`src/rtl/mem_port_arbiter.sv`:
```
// mem_port_arbiter: shares one memory port between instruction fetch and load/store,
// round-robin on ties, one outstanding transaction, response timeout with bus_err.
module mem_port_arbiter #(
  parameter int TIMEOUT = 255
) (
  input  logic        clk,
  input  logic        reset_n,
  input  logic        if_req,
  input  logic [31:0] if_addr,
  output logic        if_gnt,
  output logic        if_rvalid,
  output logic [31:0] if_rdata,
  input  logic        ls_req,
  input  logic        ls_we,
  input  logic [31:0] ls_addr,
  input  logic [31:0] ls_wdata,
  input  logic [3:0]  ls_be,
  output logic        ls_gnt,
  output logic        ls_rvalid,
  output logic [31:0] ls_rdata,
  output logic        mem_req,
  output logic        mem_we,
  output logic [31:0] mem_addr,
  output logic [31:0] mem_wdata,
  output logic [3:0]  mem_be,
  input  logic        mem_gnt,
  input  logic        mem_rvalid,
  input  logic [31:0] mem_rdata,
  output logic        bus_err
);
  typedef enum logic [1:0] {IDLE, REQ, RESP} state_t;
  state_t state, state_nx;
  logic last_ls, cap_we, win_ls, grant, expired, done;
  logic [31:0] cap_addr, cap_wdata, rdata;
  logic [3:0] cap_be;
  logic [7:0] cnt;
  // last_ls doubles as the owner of the transaction in flight
  assign win_ls  = ls_req && (!if_req || !last_ls);
  assign grant   = reset_n && (state == IDLE) && (if_req || ls_req);
  assign expired = (state == RESP) && !mem_rvalid && (cnt == 8'(TIMEOUT));
  assign done    = (state == RESP) && (mem_rvalid || expired);
  always_ff @(posedge clk or negedge reset_n)
    if (!reset_n) state <= IDLE;
    else state <= state_nx;
  always_comb
    state_nx = grant ? REQ : (state == REQ && mem_gnt) ? RESP : done ? IDLE : state;
  always_comb begin
    if_gnt    = grant && !win_ls;
    ls_gnt    = grant && win_ls;
    mem_req   = state == REQ;
    mem_we    = cap_we;
    mem_addr  = cap_addr;
    mem_wdata = cap_wdata;
    mem_be    = cap_be;
    rdata     = (mem_rvalid && !cap_we) ? mem_rdata : '0;
    if_rvalid = done && !last_ls;
    ls_rvalid = done && last_ls;
    if_rdata  = if_rvalid ? rdata : '0;
    ls_rdata  = ls_rvalid ? rdata : '0;
    bus_err   = expired;
  end
  always_ff @(posedge clk or negedge reset_n)
    if (!reset_n) begin
      last_ls   <= 1'b0;
      cap_we    <= 1'b0;
      cap_addr  <= '0;
      cap_wdata <= '0;
      cap_be    <= '0;
      cnt       <= '0;
    end else begin
      if (grant) begin
        last_ls   <= win_ls;
        cap_we    <= win_ls && ls_we;
        cap_addr  <= win_ls ? ls_addr : if_addr;
        cap_wdata <= win_ls ? ls_wdata : '0;
        cap_be    <= win_ls ? ls_be : '0;
      end
      cnt <= (state == REQ) ? '0 : (state == RESP && !mem_rvalid) ? cnt + 8'd1 : cnt;
    end
endmodule

```
`config.mk`:
```
export PLATFORM = sky130hd
export DESIGN_NAME = mem_port_arbiter
export DESIGN_NICKNAME = d
export VERILOG_FILES = /design/src/rtl/mem_port_arbiter.sv
export SDC_FILE = /design/constraint.sdc
export NUM_CORES = 1
export LEC_CHECK = 0
export CORE_ASPECT_RATIO = 1.25
export CORE_MARGIN = 4
export CORE_UTILIZATION = 39
export CTS_BUF_LIST = sky130_fd_sc_hd__clkbuf_4 sky130_fd_sc_hd__clkbuf_8
export CTS_CLUSTER_SIZE = 10
export DETAILED_ROUTE_END_ITERATION = 6
export HOLD_SLACK_MARGIN = 0.05
export PLACE_DENSITY = 0.84
export REMOVE_ABC_BUFFERS = 1
export SYNTH_ARGS = -nofsm -noshare
export SYNTH_HDL_FRONTEND = slang
export SYNTH_SLANG_ARGS = --single-unit
```
`constraint.sdc`:
```
create_clock -name clk -period 2 [get_ports clk]
set_input_delay 0.5 -clock clk [delete_from_list [all_inputs] [get_ports clk]]
set_output_delay 0.5 -clock clk [all_outputs]
set_load 0.005 [all_outputs]
```
==> results by group <==
Yosys
  – Distinct cells, synth: 43
  – Post-Syn Instances: 440
  – Synthesis-stage register bit count: 80
  – Top_reg_cell synth: dfrtp_1
  – Netlist area before placement: about 4500 um2
  – Synthesized area per cell: 10.3 um2
  – Post-synth EDFFs: 0
  – Synth async-reset ratio: 100%
  – Synth Warn #: 0
  – Sequential fraction of the synthesis area: 44.1%

STA
  – Min cycle time layout: 2250 ps
  – Unrepaired setup endpoints after global routing: true
  – Final WS setup: -247 ps
  – WHS: around 440 ps
  – Slew headroom: a little under a third
  – Fmax: 445 MHz
  – Endpoints failing setup: 61
  – Clock skew after layout: 17.3 ps
  – Slew Limit Fails: 0
  – Final Hold Vio Count: 0
  – Part of the cycle the worst path needs: 112%
  – Slew at the pin with the worst max-slew slack: 1040 ps

Finish
  – Fin area: 8060 um2
  – Area of the multi-input gates: approximately 2500 um2
  – Fillers: 783
  – Layout area overhead: 77.6%
  – Non-filler cells, final: ~890
  – Layout Nets: 892
  – Final Util: about 70%
  – Share of cells above drive strength 1: 34.7%
  – Most frequent cells in the layout: clkdlybuf4s50_1, dfrtp_1, nand2_1
  – Most common cell after layout, fill and taps aside: clkdlybuf4s50_1
  – FF/Latch Area: 2000 um2

Floorplanning
  – I/O pin total: 278
  – Die width: 104 um
  – Starting density of the core: roughly two fifths
  – Core box area: 11200 um2
  – Die H: 129 um
  – Die ar.: approximately 13000 um2
  – Row Count: 43

GRT
  – GR peak layer: met2
  – M2 GR Usage: between 40% and 50%
  – First-pass GRT wire length: 27200 um
  – Grt total ovfl: 0
  – Grt met1 use: between 20 and 30%
  – Vias in the first global route: 5052
  – Initial antenna violation count: 7
  – Global Route Usage Sum: 26.2%
  – GR Util met3: roughly an eighth
  – Pin count of the biggest net entering global routing: 81

Drt
  – Post-route ant nets: 0
  – Wire per inst: 19.8 um
  – Initial drt markers: 218
  – Vias: 4594
  – Drt via density: roughly 5
  – Residual DRC count: 0
  – Drt total wl: 17700 um
  – DR pass1 iterations: 5

Critical path
  – Critical path's slowest cell: dfrtp_2
  – Crit path kind: flop to output pin
  – CP Cell Sequence: nor2b_4 -> nand3_4 -> buf_4 -> buf_12 -> buf_8 -> nor2_4 -> buf_2
  – Worst-path fanout max: 6
  – Critical Path Sink Type: output pin
  – Startpoint types: flop
  – Worst Path Required: around 1500 ps
  – Buffers and inverters on the worst path: 4
  – CP top delay family: buffers and inverters
  – CP arrival: 1750 ps
  – Worst stage delay on the critical path: 470 ps

Flow run
  – Max Cap Viol: 0

CTS
  – Root buffer cell: clkbuf_8
  – H-tree level count: 3
  – Clock sink count: 80
  – Cts bufs inserted: 9
  – Clock latency on the worst-skew pair: roughly 350 ps
  – Clock transition at path regs: 90 ps
  – CTS Hold Bufs: 0
  – Clock buffer depth: 2
  – CTS tree: built

Pwr
  – Pwr dens: ~1100 nW/um2
  – Max IR drop VDD: 0.609 mV
  – LEAKAGE: 3.71 nW

Placement
  – Setup WS pre-CTS: -683 ps
  – # port buffers: around 280
  – Post-DP Area: 7580 um2
  – Routability Congestion: about 0.9
  – Detail Placement HPWL: about 13000 um
  – Placed instance count: 857

Status
  – Status: finished, violations left
  – Failing checks: setup timing

Min path
  – Tightest Hold Check Type: primary input to asynchronous set/reset pin
## layout make-up
class | instances | share of cell area, %
clock inverters | 3 | 0.233
repair buffers | 330 | 37.9
inverters | 40 | 1.89
multi-input cells | 291 | 31.0
clock buffers | 12 | 1.89
well taps | 135 | 2.10
flip-flops and latches | 80 | 24.9
diodes | 1 | 0.0311
## logic make-up (layout without fill, tap and decap cells)
logic type               after synthesis  in the layout  share of synthesized area [%]
flip-flops                            80             80                           44.1
AO/OA/AOI/OAI                         18             18                           2.95
multiplexers                         104            104                           29.0
other                                  0              1                              0
adder cells (fa/ha/maj)                1              1                          0.276
AND/OR/NAND/NOR                      168            168                           15.8
buffers and inverters                 69            385                           7.83
## power breakdown
part | internal, W | switching [W] | leakage (nW) | total, W
Sequential | 0.00226 | 0.000412 | 1.01 | 0.00267
Clock | 0.000505 | 0.000586 | 0.0930 | 0.00109
Combinational | 0.00282 | 0.00189 | 2.61 | 0.00472
## synthesized netlist by cell type (3+ instances only)
cell	n	area share (%)
mux2_1	4	0.99
o2bb2ai_1	3	0.58
a21oi_1	6	0.66
mux2_2	9	2.2
nand3_1	5	0.55
mux2_4	52	17
dfrtp_1	80	44
buf_4	5	0.83
nand2_1	73	6.0
inv_1	39	3.2
buf_6	5	1.2
buf_2	6	0.66
clkbuf_1	11	0.91
nor2_1	68	5.6
mux2i_1	39	8.6
## metal layers
metal	share of wire (%)	routed length, um	up-vias
li1	-	-	2060
met1	34	6090	2193
met3	12	2100	53
met5	0.35	62	-
met2	50	8780	276
met4	3.7	655	12
## path summary, 6_finish.rpt
| kind | start | to | slack (ps) | cells past startpoint |
|---|---|---|---|---|
| worst min register to register | mem_addr[3] | mem_addr[3] | 490 | 1 |
| min in group clk | mem_addr[3] | mem_addr[3] | 490 | 1 |
| worst min-delay path | reset_n | mem_addr[20] | 440 | 2 |
| worst max register to register | last_ls | mem_addr[1] | 100 | 6 |
| max in group asynchronous | reset_n | state[0] | 850 | 2 |
| worst max-delay path | state[0] | ls_rdata[29] | -250 | 7 |
## repair_timing
item / in CTS / in global routing
pin swaps: 37 / 7
gates resized for setup: 319 / 67
cloned: 4 / 0
setup endpoints to repair: 106 / 84
buffers inserted: 14 / 5
## registers in the layout, summed over array words and instances (netlist names)
register and flops:
state 2, last_ls 1, mem_addr 32, mem_we 1
cnt 8, mem_be 4, mem_wdata 32
## metrics by stage
| step | TNS [ps] | power [W] |
|---|---|---|
| floorplan | -120110 | 0.00446 |
| global placement | -59340 | 0.00684 |
| CTS | -9270 | 0.00841 |
| global route | -12080 | 0.00898 |
| detailed placement | -62820 | 0.00699 |
| finish | -7030 | 0.00848 |
## worst reg2reg max path: stages, from the launching register on
cell,delay (ps)
dfrtp_2,440
buf_4,170
a21boi_4,160
buf_6,170
buf_12,190
mux2_2,360
mux2_1,300
Power figures use the tool's default switching activity.
